$ cat src/rtl/pressure_pkg.sv
// Shared types and constants for the over-pressure alarm filter.
package pressure_pkg;

  localparam int CNT_W = 8;

  typedef enum logic [1:0] {
    ST_IDLE     = 2'd0,
    ST_ARMING   = 2'd1,
    ST_ALARM    = 2'd2,
    ST_CLEARING = 2'd3
  } state_t;

endpackage

$ cat src/rtl/sat_counter.sv
// Up-counter that sticks at its maximum value instead of wrapping.
module sat_counter #(
  parameter int WIDTH = 8
) (
  input  logic             clk,
  input  logic             rst_n,
  input  logic             inc_i,
  input  logic             clr_i,
  output logic [WIDTH-1:0] count_o
);

  logic [WIDTH-1:0] count_q;

  always_ff @(posedge clk or negedge rst_n) begin
    if (!rst_n) begin
      count_q <= '0;
    end else if (clr_i) begin
      count_q <= '0;
    end else if (inc_i && (count_q != {WIDTH{1'b1}})) begin
      count_q <= count_q + 1'b1;
    end
  end

  assign count_o = count_q;

endmodule

$ cat src/rtl/pressure_alarm_fsm.sv
// Persistence filter for the registered over-pressure bit: raises a debounced
// alarm, keeps a sticky flag until acknowledged, and counts alarm events.
module pressure_alarm_fsm
  import pressure_pkg::*;
#(
  parameter int ASSERT_CNT = 4,
  parameter int CLEAR_CNT  = 4,
  parameter int EVT_W      = 8
) (
  input  logic             clk,
  input  logic             reset,
  input  logic             enable,
  input  logic             over_p,
  input  logic             ack,
  output logic             alarm,
  output logic             alarm_latched,
  output logic             pending,
  output logic [EVT_W-1:0] event_count,
  output logic [1:0]       state
);

  localparam logic [CNT_W-1:0] ASSERT_LIM = CNT_W'(ASSERT_CNT);
  localparam logic [CNT_W-1:0] CLEAR_LIM  = CNT_W'(CLEAR_CNT);

  state_t           state_q, state_d;
  logic [CNT_W-1:0] cnt_q, cnt_d;
  logic             alarm_q, pending_q, latched_q;
  logic             new_event;

  always_comb begin
    state_d = state_q;
    cnt_d   = cnt_q;
    if (!enable) begin
      state_d = ST_IDLE;
      cnt_d   = '0;
    end else begin
      unique case (state_q)
        ST_IDLE: begin
          if (over_p) begin
            state_d = ST_ARMING;
            cnt_d   = 8'd1;
          end else begin
            cnt_d   = '0;
          end
        end
        ST_ARMING: begin
          if (!over_p) begin
            state_d = ST_IDLE;
            cnt_d   = '0;
          end else if (cnt_q + 8'd1 == ASSERT_LIM) begin
            state_d = ST_ALARM;
            cnt_d   = '0;
          end else begin
            cnt_d   = cnt_q + 8'd1;
          end
        end
        ST_ALARM: begin
          if (!over_p) begin
            state_d = ST_CLEARING;
            cnt_d   = 8'd1;
          end
        end
        ST_CLEARING: begin
          // A high sample while clearing resumes the same alarm, not a new one.
          if (over_p) begin
            state_d = ST_ALARM;
            cnt_d   = '0;
          end else if (cnt_q + 8'd1 == CLEAR_LIM) begin
            state_d = ST_IDLE;
            cnt_d   = '0;
          end else begin
            cnt_d   = cnt_q + 8'd1;
          end
        end
        default: begin
          state_d = ST_IDLE;
          cnt_d   = '0;
        end
      endcase
    end
  end

  assign new_event = (state_q == ST_ARMING) && (state_d == ST_ALARM);

  always_ff @(posedge clk or negedge reset) begin
    if (!reset) begin
      state_q   <= ST_IDLE;
      cnt_q     <= '0;
      alarm_q   <= 1'b0;
      pending_q <= 1'b0;
      latched_q <= 1'b0;
    end else begin
      state_q   <= state_d;
      cnt_q     <= cnt_d;
      alarm_q   <= (state_d == ST_ALARM) || (state_d == ST_CLEARING);
      pending_q <= (state_d == ST_ARMING);
      // Set beats clear; ack is honoured only once the alarm is gone.
      if (new_event) begin
        latched_q <= 1'b1;
      end else if (ack && ((state_d == ST_IDLE) || (state_d == ST_ARMING))) begin
        latched_q <= 1'b0;
      end
    end
  end

  sat_counter #(
    .WIDTH(EVT_W)
  ) u_evt_cnt (
    .clk    (clk),
    .rst_n  (reset),
    .inc_i  (new_event),
    .clr_i  (1'b0),
    .count_o(event_count)
  );

  assign alarm         = alarm_q;
  assign pending       = pending_q;
  assign alarm_latched = latched_q;
  assign state         = state_q;

endmodule

$ cat config.mk
export PLATFORM = sky130hd
export DESIGN_NAME = pressure_alarm_fsm
export DESIGN_NICKNAME = d
export VERILOG_FILES = /design/src/rtl/pressure_pkg.sv /design/src/rtl/sat_counter.sv /design/src/rtl/pressure_alarm_fsm.sv
export SDC_FILE = /design/constraint.sdc
export NUM_CORES = 1
export LEC_CHECK = 0
export ABC_AREA = 0
export BUFFER_PORTS_ARGS = -buffer_cell sky130_fd_sc_hd__buf_2
export CAP_MARGIN = 20
export CORE_MARGIN = 10
export CORE_UTILIZATION = 58
export DETAILED_ROUTE_END_ITERATION = 10
export PLACE_DENSITY = 0.82
export SYNTH_ARGS = -nofsm -noshare
export SYNTH_HDL_FRONTEND = slang
export SYNTH_SLANG_ARGS = --single-unit
$ cat constraint.sdc
create_clock -name clk -period 4.3 [get_ports clk]
set_clock_uncertainty 0.15 [all_clocks]
set_input_delay 0.215 -clock clk [delete_from_list [all_inputs] [get_ports clk]]
set_output_delay 0.215 -clock clk [all_outputs]
set_load 0.05 [all_outputs]
==> impl_metrics.yaml, run 1 <==
timing:
  fmax_mhz: 457
  timing.final.max_slew_violations: 0
  slew_limit_headroom_pct: 70.9
  period_utilization_post_route_pct: 50.9
  final-setup-viol-count: 0
  rsz0062_at_grt: "false"
  report.final.hold_viol_count: 0
  worst_pin_slew_ps: 436
  final.min_clock_period_ps: 2190
  hold-worst-slack_ps: 13.7
  final.setup.tns_ps: 0
setup_path:
  cp-start-kind: "flop"
  critical_path_at_ps: 2240
  crit_path_cell_trace: "ha_1, and3_2, a311o_1, a211oi_4, mux2_2"
  cpLargestDelayFamily: "compound AO/OA/AOI/OAI gates"
  critical_path_class: "flop to flop"
  crit_slowest_cell: "sky130_fd_sc_hd__dfrtp_1"
  crit_path_max_incr_delay_ps: 440
  critPathCaptureType: "flop"
  cp_data_required_time_ps: 4350
  critical_path_buf_inv_count: 0
  highest_net_fanout_along_the_worst_path: 7
pwr:
  netSwitchingFraction_pct: 21.1
  power_density_relative_to_cell_area_nw_per_um2: 300
  pleak_nw: 0.583
  seq_power_share_pct: 52.2
  fin_total_pwr_w: 0.000368
  share_of_power_burned_in_the_clock_network_pct: 42.0
  switch_pwr_w: 0.0000774
  internal-power_w: 0.000290
  pwr-share-comb_pct: 5.8
  power.ir.vdd_worst_v: 0.000325
finish:
  layout.nets: 127
  drive_above_1_share_pct: 26.1
  layout-area-overhead-vs-synth_pct: 14.2
  register_area_um2: 500
  insertedDiodeCount: 0
  filler_cell_count: 133
  multiInputGateArea_um2: 539
synth:
  synth_nets: 109
  netlist.area_leader.share_pct: 46.6
  synth_ff_type: "sky130_fd_sc_hd__dfrtp_1"
  synth_top_cells_by_count: "20 x sky130_fd_sc_hd__dfrtp_1, 9 x sky130_fd_sc_hd__nand2_1, 8 x sky130_fd_sc_hd__o21ai_0, 7 x sky130_fd_sc_hd__xnor2_1, 5 x sky130_fd_sc_hd__nand3_1"
  synthCells: 102
  synth_async_sr_flop_share_pct: 100
  post_synth_instance_area_um2: 1070
  ys_types: 32
  synth_most_common_cell: "sky130_fd_sc_hd__dfrtp_1"
  synth_enable_flop_cells: 0
  synth.yosys.seq_area_share_pct: 46.6
  synthDominantAreaCellType: "sky130_fd_sc_hd__dfrtp_1"
  syn_area_per_cell_um2: 10.5
  total_number_of_yosys_warnings: 0
  yosys_register_bits: 20
  netlist_top_cells_area: "sky130_fd_sc_hd__dfrtp_1 47%, sky130_fd_sc_hd__xnor2_1 5.7%, sky130_fd_sc_hd__a211oi_4 3.7%"
clock_tree:
  insertion_delay_ps: 310
  clockBufferDepth: 2
  cts_tree: "yes"
  worst_setup_hold_path_clk_slew_ps: 120
  root_buffer: "sky130_fd_sc_hd__clkbuf_4"
  htree_levels: 1
  cts.sink_count: 20
  numCtsBuffers: 3
outcome:
  run_status: "finished, final reports clean"
grt:
  grt_first_pass_wirelength_um: 3820
  gr-usage-all-layers_pct: 11.4
  grt_max_degree: 21
  global_route.peak_usage_layer: "met2"
  global_route.usage.met2_pct: 17.5
  antenna_found_initial: 0
  number_of_global_route_vias_before_repair: 835
  grtUsageMet3_pct: 3.23
  groute.layer.met1.usage_pct: 14.2
  globalRoute.totalOverflow: 0
placement:
  port-buffer-count: 17
  gp_congestion: 0.790
  dp_hpwl_um: 1540
route:
  drc: 0
  ant_nets: 0
  total_via_count_after_detailed_routing: 825
  wl_per_cell_um: 14.6
  drt-initial-drc-count: 36
  vias_per_cell: 5.73
  drt_first_pass_iters: 4
  drt-total-wl_um: 2100
floorplan:
  ios: 18
  num_rows: 15
  floorplan.die.width_um: 63.0
  core-area_um2: 1750
  initial_standard_cell_utilization_of_the_core_pct: 61.5
  die-height_um: 63.0
  dieArea_um2: 3970
min_path:
  holdCritPathClass: "primary input to flop"
flow_run:
  drv.max_cap_violation_count: 0
cell families after synthesis:
logic type      after synthesis  share of synthesized area, %
compound gates               21                          15.3
flops                        20                          46.6
buf+inv                       7                          3.15
xor+xnor                     10                          8.16
simple gates                 39                          21.1
mux                           3                          3.38
fa+ha+maj                     2                          2.33
power groups by stage:
stage | clock network, W | logic [W] | registers (W)
2_1_floorplan | 0 | 0.00000569 | 0.000201
3_3_place_gp | 0 | 0.0000203 | 0.000195
3_5_place_dp | 0 | 0.0000207 | 0.000196
4_1_cts | 0.000157 | 0.0000216 | 0.000192
5_1_grt | 0.000166 | 0.0000237 | 0.000193
6_report | 0.000154 | 0.0000212 | 0.000192
worst paths after layout:
path / start / end / slack [ps] / cells past startpoint
setup / recovery: u_evt_cnt.count_o[0]$_DFFE_PN0P_ / u_evt_cnt.count_o[1]$_DFFE_PN0P_ / 2110 / 5
hold / removal: enable / state[0]$_DFF_PN0_ / 10 / 3
setup reg to reg: u_evt_cnt.count_o[0]$_DFFE_PN0P_ / u_evt_cnt.count_o[1]$_DFFE_PN0P_ / 2110 / 5
hold reg to reg: u_evt_cnt.count_o[5]$_DFFE_PN0P_ / u_evt_cnt.count_o[5]$_DFFE_PN0P_ / 360 / 1
max in group asynchronous: reset / u_evt_cnt.count_o[1]$_DFFE_PN0P_ / 3460 / 2
min in group asynchronous: reset / u_evt_cnt.count_o[6]$_DFFE_PN0P_ / 220 / 2
final cells by class:
cell class                      instances  share of cell area [%]
Sequential cell                        20                    40.8
Tap cell                               25                    2.55
Clock inverter                          1                    2.45
Multi-Input combinational cell         75                    44.0
Clock buffer                            3                    1.84
Inverter                                2                   0.612
Timing Repair Buffer                   18                    7.76
repair_timing:
action,CTS,global route
gates resized for setup,0,0
hold buffers,1,0
buffers inserted,0,0
hold endpoints to repair,20,0
stage by stage:
step	cell area, µm²	setup slack [ps]	utilization, %	cells
3_3_place_gp	1160	2200	66.7	139
4_1_cts	1230	2100	70.3	144
6_report	1230	2110	70.3	144
2_1_floorplan	1070	1970	-	102
3_5_place_dp	1160	2140	66.7	139
5_1_grt	1230	2040	70.3	144
worst min-delay path, cell delays in order:
cell	delay [ps]
sky130_fd_sc_hd__buf_2	140
sky130_fd_sc_hd__nand2_1	60
sky130_fd_sc_hd__nor2_1	30
placed cells by master, fill, tap and decap left out, drive strengths merged:
| cell | n |
|---|---|
| a211o | 1 |
| a211oi | 2 |
| a21oi | 2 |
| a311o | 1 |
| a31oi | 2 |
| and2 | 1 |
| and3 | 4 |
| and4 | 2 |
| buf | 17 |
| bufinv | 1 |
| clkbuf | 3 |
| dfrtp | 20 |
| dlygate4sd3 | 1 |
| ha | 2 |
| inv | 2 |
| mux2 | 2 |
| mux2i | 1 |
| nand2 | 9 |
| nand2b | 2 |
| nand3 | 6 |
| nand3b | 2 |
| nand4 | 4 |
| nor2 | 4 |
| nor2b | 3 |
| nor3b | 1 |
| o2111a | 1 |
| o21ai | 8 |
| o31ai | 4 |
| or4 | 1 |
| xnor2 | 7 |
| xor2 | 3 |
per-layer routing:
metal  share of wire, %  vias to the layer above
met5                  0                        -
met4                2.2                        0
met3                4.7                        7
met2                 48                       16
met1                 45                      405
li1                   -                      397
sequential cells by signal (all words and copies together), names as in the netlist:
register / flops
cnt_q: 8
u_evt_cnt.count_o: 8
alarm: 1
alarm_latched: 1
pending: 1
state: 1
(Power assumes the default switching activity.)
==> run 2: changes to the inputs <==
--- a/config.mk
+++ b/config.mk
@@ -9,9 +9,9 @@
 export BUFFER_PORTS_ARGS = -buffer_cell sky130_fd_sc_hd__buf_2
 export CAP_MARGIN = 20
 export CORE_MARGIN = 10
-export CORE_UTILIZATION = 58
+export CORE_UTILIZATION = 49
 export DETAILED_ROUTE_END_ITERATION = 10
-export PLACE_DENSITY = 0.82
+export PLACE_DENSITY = 0.74
 export SYNTH_ARGS = -nofsm -noshare
 export SYNTH_HDL_FRONTEND = slang
 export SYNTH_SLANG_ARGS = --single-unit
==> constraint.sdc (replaced) <==
create_clock -name clk -period 1.9 [get_ports clk]
set_clock_uncertainty 0.15 [all_clocks]
set_input_delay 0.095 -clock clk [delete_from_list [all_inputs] [get_ports clk]]
set_output_delay 0.095 -clock clk [all_outputs]
set_load 0.05 [all_outputs]
==> run 2 against run 1 <==
Compared with the run above: the run now ends with negative setup slack left; clock power grew 130%; maximum frequency grew 4.9%; worst hold slack gained 97 ps; total power grew 130%; critical path type unchanged; highest routed layer unchanged.
==> impl_metrics.yaml, run 2 (synthesis results as in run 1) <==
setup_path:
  highest_net_fanout_along_the_worst_path: 4
  reg2reg_slack_ps: -190
  regToRegStartpoint: "cnt_q[0]$_DFFE_PN0P_"
  endpoint: "alarm$_DFF_PN0_"
  reg2reg_depth: 7
  cp_data_required_time_ps: 1960
  critPathCaptureType: "flop"
  critical_path.startpoint: "cnt_q[0]$_DFFE_PN0P_"
  critical_path_at_ps: 2140
  worst_r2r_endpoint: "alarm$_DFF_PN0_"
  cp-start-kind: "flop"
  critical_path_class: "flop to flop"
timing:
  worst_pin_slew_ps: 455
  period_utilization_post_route_pct: 110
  final.setup.tns_ps: -1290
  final.min_clock_period_ps: 2090
  slew_limit_headroom_pct: 69.6
  report.final.hold_viol_count: 0
  rsz0062_at_grt: "true"
  setup_slack_ps: -187
  fmax_mhz: 479
  final-setup-viol-count: 10
  timing.final.max_slew_violations: 0
finish:
  finalNonFillerCells: 176
  layout-area-overhead-vs-synth_pct: 41.8
  final_core_utilization_pct: 75.3
  layout.nets: 157
  insertedDiodeCount: 0
  drive_above_1_share_pct: 47.0
  mostFrequentLayoutCells: "25 x sky130_fd_sc_hd__buf_4, 17 x sky130_fd_sc_hd__buf_2, 16 x sky130_fd_sc_hd__dfrtp_1"
  design_area_um2: 1520
  leading_cell_type_in_the_layout_fill_and_taps_excluded: "sky130_fd_sc_hd__buf_4"
route:
  wl_per_cell_um: 15.0
  drt_first_pass_iters: 4
  total_via_count_after_detailed_routing: 954
  drt-initial-drc-count: 30
  drt-total-wl_um: 2640
  drc: 0
  ant_nets: 0
  vias_per_cell: 5.42
clock_tree:
  numCtsBuffers: 3
  insertion_delay_ps: 300
  cts_tree: "yes"
  cts.sink_count: 20
  htree_levels: 1
  worst_setup_hold_path_clk_slew_ps: 120
  root_buffer: "sky130_fd_sc_hd__clkbuf_4"
  clockBufferDepth: 2
floorplan:
  initial_standard_cell_utilization_of_the_core_pct: 53.1
  floorplan.die.width_um: 66.8
  ios: 18
  num_rows: 16
  core-area_um2: 2020
  die-height_um: 66.8
  dieArea_um2: 4460
pwr:
  pleak_nw: 0.731
  pwr-share-comb_pct: 7.7
  power.ir.vdd_worst_v: 0.000438
  internal-power_w: 0.000669
  seq_power_share_pct: 50.9
  power_density_relative_to_cell_area_nw_per_um2: 560
  netSwitchingFraction_pct: 21.6
  switch_pwr_w: 0.000184
  share_of_power_burned_in_the_clock_network_pct: 41.4
placement:
  post-place-cells: 164
  dp_hpwl_um: 1890
  port-buffer-count: 17
  gp_congestion: 0.866
  detailed_place.area_um2: 1350
min_path:
  holdCritPathClass: "primary input to async pin"
grt:
  globalRoute.totalOverflow: 0
  grt_max_degree: 21
  gr-usage-all-layers_pct: 12.3
  antenna_found_initial: 0
  number_of_global_route_vias_before_repair: 958
  grt_first_pass_wirelength_um: 4340
outcome:
  violations: "negative setup slack"
  run_status: "complete, but fails checks"
flow_run:
  drv.max_cap_violation_count: 0
## run 2: per-layer routing
metal | up-vias | track usage (%) | share of wire [%]
li1 | 466 | - | -
met1 | 465 | 15.1 | 44
met2 | 21 | 20.0 | 49
met3 | 2 | 3.85 | 6.0
met4 | 0 | 3.66 | 0.49
met5 | - | 0 | 0
## run 2: layout make-up
type | count | area (µm²)
Clock buffer | 3 | 22.5
Clock inverter | 1 | 30.0
Fill cell | 139 | 499
Inverter | 2 | 7.51
Multi-Input combinational cell | 75 | 588
Sequential cell | 20 | 505
Tap cell | 27 | 33.8
Timing Repair Buffer | 48 | 335
## run 2: power by group through the flow
stage	Clock [W]	Combinational, W	Sequential (W)
4_1_cts	0.000357	0.0000628	0.000434
3_5_place_dp	0	0.0000559	0.000442
3_3_place_gp	0	0.0000543	0.000441
5_1_grt	0.000374	0.0000719	0.000435
6_report	0.000353	0.0000658	0.000434
2_1_floorplan	0	0.0000129	0.000454
## run 2: stage by stage
stage	setup WS, ps	hold WS, ps	power (W)
final	-187	110	0.000853
after global routing	-274	140	0.000881
after CTS	-163	111	0.000853
after detailed placement	-181	-78.5	0.000498
after global placement	-106	-90.1	0.000496
after floorplan	-254	-351	0.000467
## run 2: critical path, stage by stage (launching register included)
cell and delay [ps]:
sky130_fd_sc_hd__dfrtp_1 410, sky130_fd_sc_hd__ha_2 210, sky130_fd_sc_hd__nand2b_1 80, sky130_fd_sc_hd__or4_4 470
sky130_fd_sc_hd__a211oi_4 260, sky130_fd_sc_hd__buf_4 170, sky130_fd_sc_hd__mux2i_1 170, sky130_fd_sc_hd__nor2b_1 70
## run 2: worst min-delay path by stage
stage                                            end  depth (start not counted)  slack, ps
finish                     alarm_latched$_DFFE_PN0P_                          2        110
global route                      state[0]$_DFF_PN0_                          2        140
CTS                             cnt_q[5]$_DFFE_PN0P_                          2        110
detailed placement  u_evt_cnt.count_o[6]$_DFFE_PN0P_                          1        -80
global placement    u_evt_cnt.count_o[6]$_DFFE_PN0P_                          1        -90
floorplan                            alarm$_DFF_PN0_                          0       -350
## run 2: repair_timing
| action | CTS | global route |
|---|---|---|
| pin swaps | 2 | 2 |
| setup endpoints to repair | 10 | 13 |
| buffers inserted | 2 | 2 |
| gates cloned | 0 | 0 |
| hold endpoints to repair | 24 | 0 |
| hold buffers | 4 | 0 |
| gates resized for setup | 3 | 9 |
==> run 3: changes to the inputs <==
--- a/config.mk
+++ b/config.mk
@@ -9,9 +9,8 @@
 export BUFFER_PORTS_ARGS = -buffer_cell sky130_fd_sc_hd__buf_2
 export CAP_MARGIN = 20
 export CORE_MARGIN = 10
-export CORE_UTILIZATION = 49
+export CORE_UTILIZATION = 35
 export DETAILED_ROUTE_END_ITERATION = 10
-export PLACE_DENSITY = 0.74
 export SYNTH_ARGS = -nofsm -noshare
 export SYNTH_HDL_FRONTEND = slang
 export SYNTH_SLANG_ARGS = --single-unit
==> run 3 against run 2 <==
Compared with the run above: the flow still finishes with violations (negative setup slack); first-iteration DRC count grew 67%; critical path type unchanged; final area up 1.6%; worst hold slack improved by 3.8 ps; non-clock buffer count rose by 4; count of clock-buffer cells in the layout increased by 1.
==> impl_metrics.yaml, run 3 (synthesis results as in run 1) <==
floorplan:
  die-height_um: 75.4
  ios: 18
  dieArea_um2: 5680
  initial_standard_cell_utilization_of_the_core_pct: 35.8
  core-area_um2: 3000
  floorplan.die.width_um: 75.4
  num_rows: 20
pwr:
  pwr-share-comb_pct: 8.9
  power_density_relative_to_cell_area_nw_per_um2: 488
  internal-power_w: 0.000575
  seq_power_share_pct: 57.5
  share_of_power_burned_in_the_clock_network_pct: 33.6
  fin_total_pwr_w: 0.000755
  switch_pwr_w: 0.000181
  power.ir.vdd_worst_v: 0.000182
  netSwitchingFraction_pct: 23.9
  pleak_nw: 0.768
clock_tree:
  cts_tree: "yes"
  root_buffer: "sky130_fd_sc_hd__clkbuf_4"
  cts.sink_count: 20
  clockBufferDepth: 2
  insertion_delay_ps: 300
  numCtsBuffers: 3
  worst_setup_hold_path_clk_slew_ps: 120
  htree_levels: 1
timing:
  final.min_clock_period_ps: 2060
  final.setup.tns_ps: -879
  fmax_mhz: 485
  period_utilization_post_route_pct: 109
  rsz0062_at_grt: "true"
  worst_pin_slew_ps: 465
  final-setup-viol-count: 11
  setup_slack_ps: -163
  slew_limit_headroom_pct: 69.0
  report.final.hold_viol_count: 0
  timing.final.max_slew_violations: 0
route:
  ant_nets: 0
  drt_first_pass_iters: 4
  total_via_count_after_detailed_routing: 935
  drt-total-wl_um: 2570
  wl_per_cell_um: 13.8
  drc: 0
  drt-initial-drc-count: 50
  vias_per_cell: 5.03
finish:
  leading_cell_type_in_the_layout_fill_and_taps_excluded: "sky130_fd_sc_hd__buf_4"
  mostFrequentLayoutCells: "28 x sky130_fd_sc_hd__buf_4, 17 x sky130_fd_sc_hd__buf_2, 16 x sky130_fd_sc_hd__dfrtp_1"
  layout.nets: 161
  filler_cell_count: 264
  layout-area-overhead-vs-synth_pct: 44.1
  drive_above_1_share_pct: 47.1
  insertedDiodeCount: 0
  design_area_um2: 1550
placement:
  gp_congestion: 0.768
  port-buffer-count: 17
  place_ws_ps: -251
  detailed_place.area_um2: 1360
  dp_hpwl_um: 1870
grt:
  globalRoute.totalOverflow: 0
  groute.layer.met1.usage_pct: 12.0
  grt_max_degree: 21
  number_of_global_route_vias_before_repair: 992
  grt_first_pass_wirelength_um: 4470
  gr-usage-all-layers_pct: 10.1
  grtUsageMet3_pct: 1.17
  global_route.peak_usage_layer: "met2"
  antenna_found_initial: 0
  global_route.usage.met2_pct: 17.3
setup_path:
  critical_path_at_ps: 2110
  highest_net_fanout_along_the_worst_path: 7
  cp-start-kind: "flop"
  cp_data_required_time_ps: 1950
  critical_path_class: "flop to flop"
  critPathCaptureType: "flop"
min_path:
  holdCritPathClass: "primary input to async pin"
flow_run:
  drv.max_cap_violation_count: 0
outcome:
  run_status: "complete, but fails checks"
  violations: "negative setup slack"
run 3: repair_timing:
item | CTS | global route
pin swaps | 8 | 7
setup endpoints to repair | 10 | 14
endpoints found under the hold margin | 24 | 0
gates resized for setup | 7 | 5
buffers inserted | 5 | 3
hold buffers | 5 | 0
run 3: worst paths after layout:
path | from | endpoint | slack (ps) | depth (start not counted)
worst max-delay path | u_evt_cnt.count_o[1]$_DFFE_PN0P_ | u_evt_cnt.count_o[1]$_DFFE_PN0P_ | -160 | 6
worst min-delay path | reset | cnt_q[7]$_DFFE_PN0P_ | 110 | 2
worst max register to register | u_evt_cnt.count_o[1]$_DFFE_PN0P_ | u_evt_cnt.count_o[1]$_DFFE_PN0P_ | -160 | 6
worst min register to register | u_evt_cnt.count_o[7]$_DFFE_PN0P_ | u_evt_cnt.count_o[7]$_DFFE_PN0P_ | 400 | 1
max in group asynchronous | reset | u_evt_cnt.count_o[1]$_DFFE_PN0P_ | 1150 | 2
min in group clk | u_evt_cnt.count_o[7]$_DFFE_PN0P_ | u_evt_cnt.count_o[7]$_DFFE_PN0P_ | 400 | 1
run 3: power by group through the flow:
stage               registers, W  clock network (W)  logic [W]
finish                  0.000434           0.000254  0.0000671
global route            0.000435           0.000279  0.0000748
CTS                     0.000434           0.000261  0.0000663
detailed placement      0.000442                  0  0.0000559
global placement        0.000441                  0  0.0000556
floorplan               0.000454                  0  0.0000129
run 3: area by class of cell:
cell class              instances  area [µm²]  share of cell area [%]
flip-flops and latches         20         505                    32.7
clock buffers                   4        36.3                    2.35
inverters                       2        7.51                   0.485
multi-input cells              75         588                    38.0
repair buffers                 52         368                    23.8
well taps                      33        41.3                    2.67
run 3: routing by layer:
metal / vias to the layer above / share of wire (%)
met1: 449 / 44
met2: 13 / 50
met3: 4 / 3.7
met5: - / 0
li1: 469 / -
met4: 0 / 2.0
run 3: metrics by stage:
stage	hold WS, ps	instances	utilization [%]
5_1_grt	161	186	51.5
3_5_place_dp	-70.8	170	45.2
2_1_floorplan	-351	102	-
6_report	114	186	51.5
3_3_place_gp	-75.0	170	45.2
4_1_cts	122	184	50.3
run 3: worst max-delay path: stages (launching register included):
cell	delay [ps]
sky130_fd_sc_hd__dfrtp_2	450
sky130_fd_sc_hd__ha_4	170
sky130_fd_sc_hd__and3_4	150
sky130_fd_sc_hd__a311o_1	350
sky130_fd_sc_hd__a211oi_4	230
sky130_fd_sc_hd__buf_6	160
sky130_fd_sc_hd__mux2_4	300
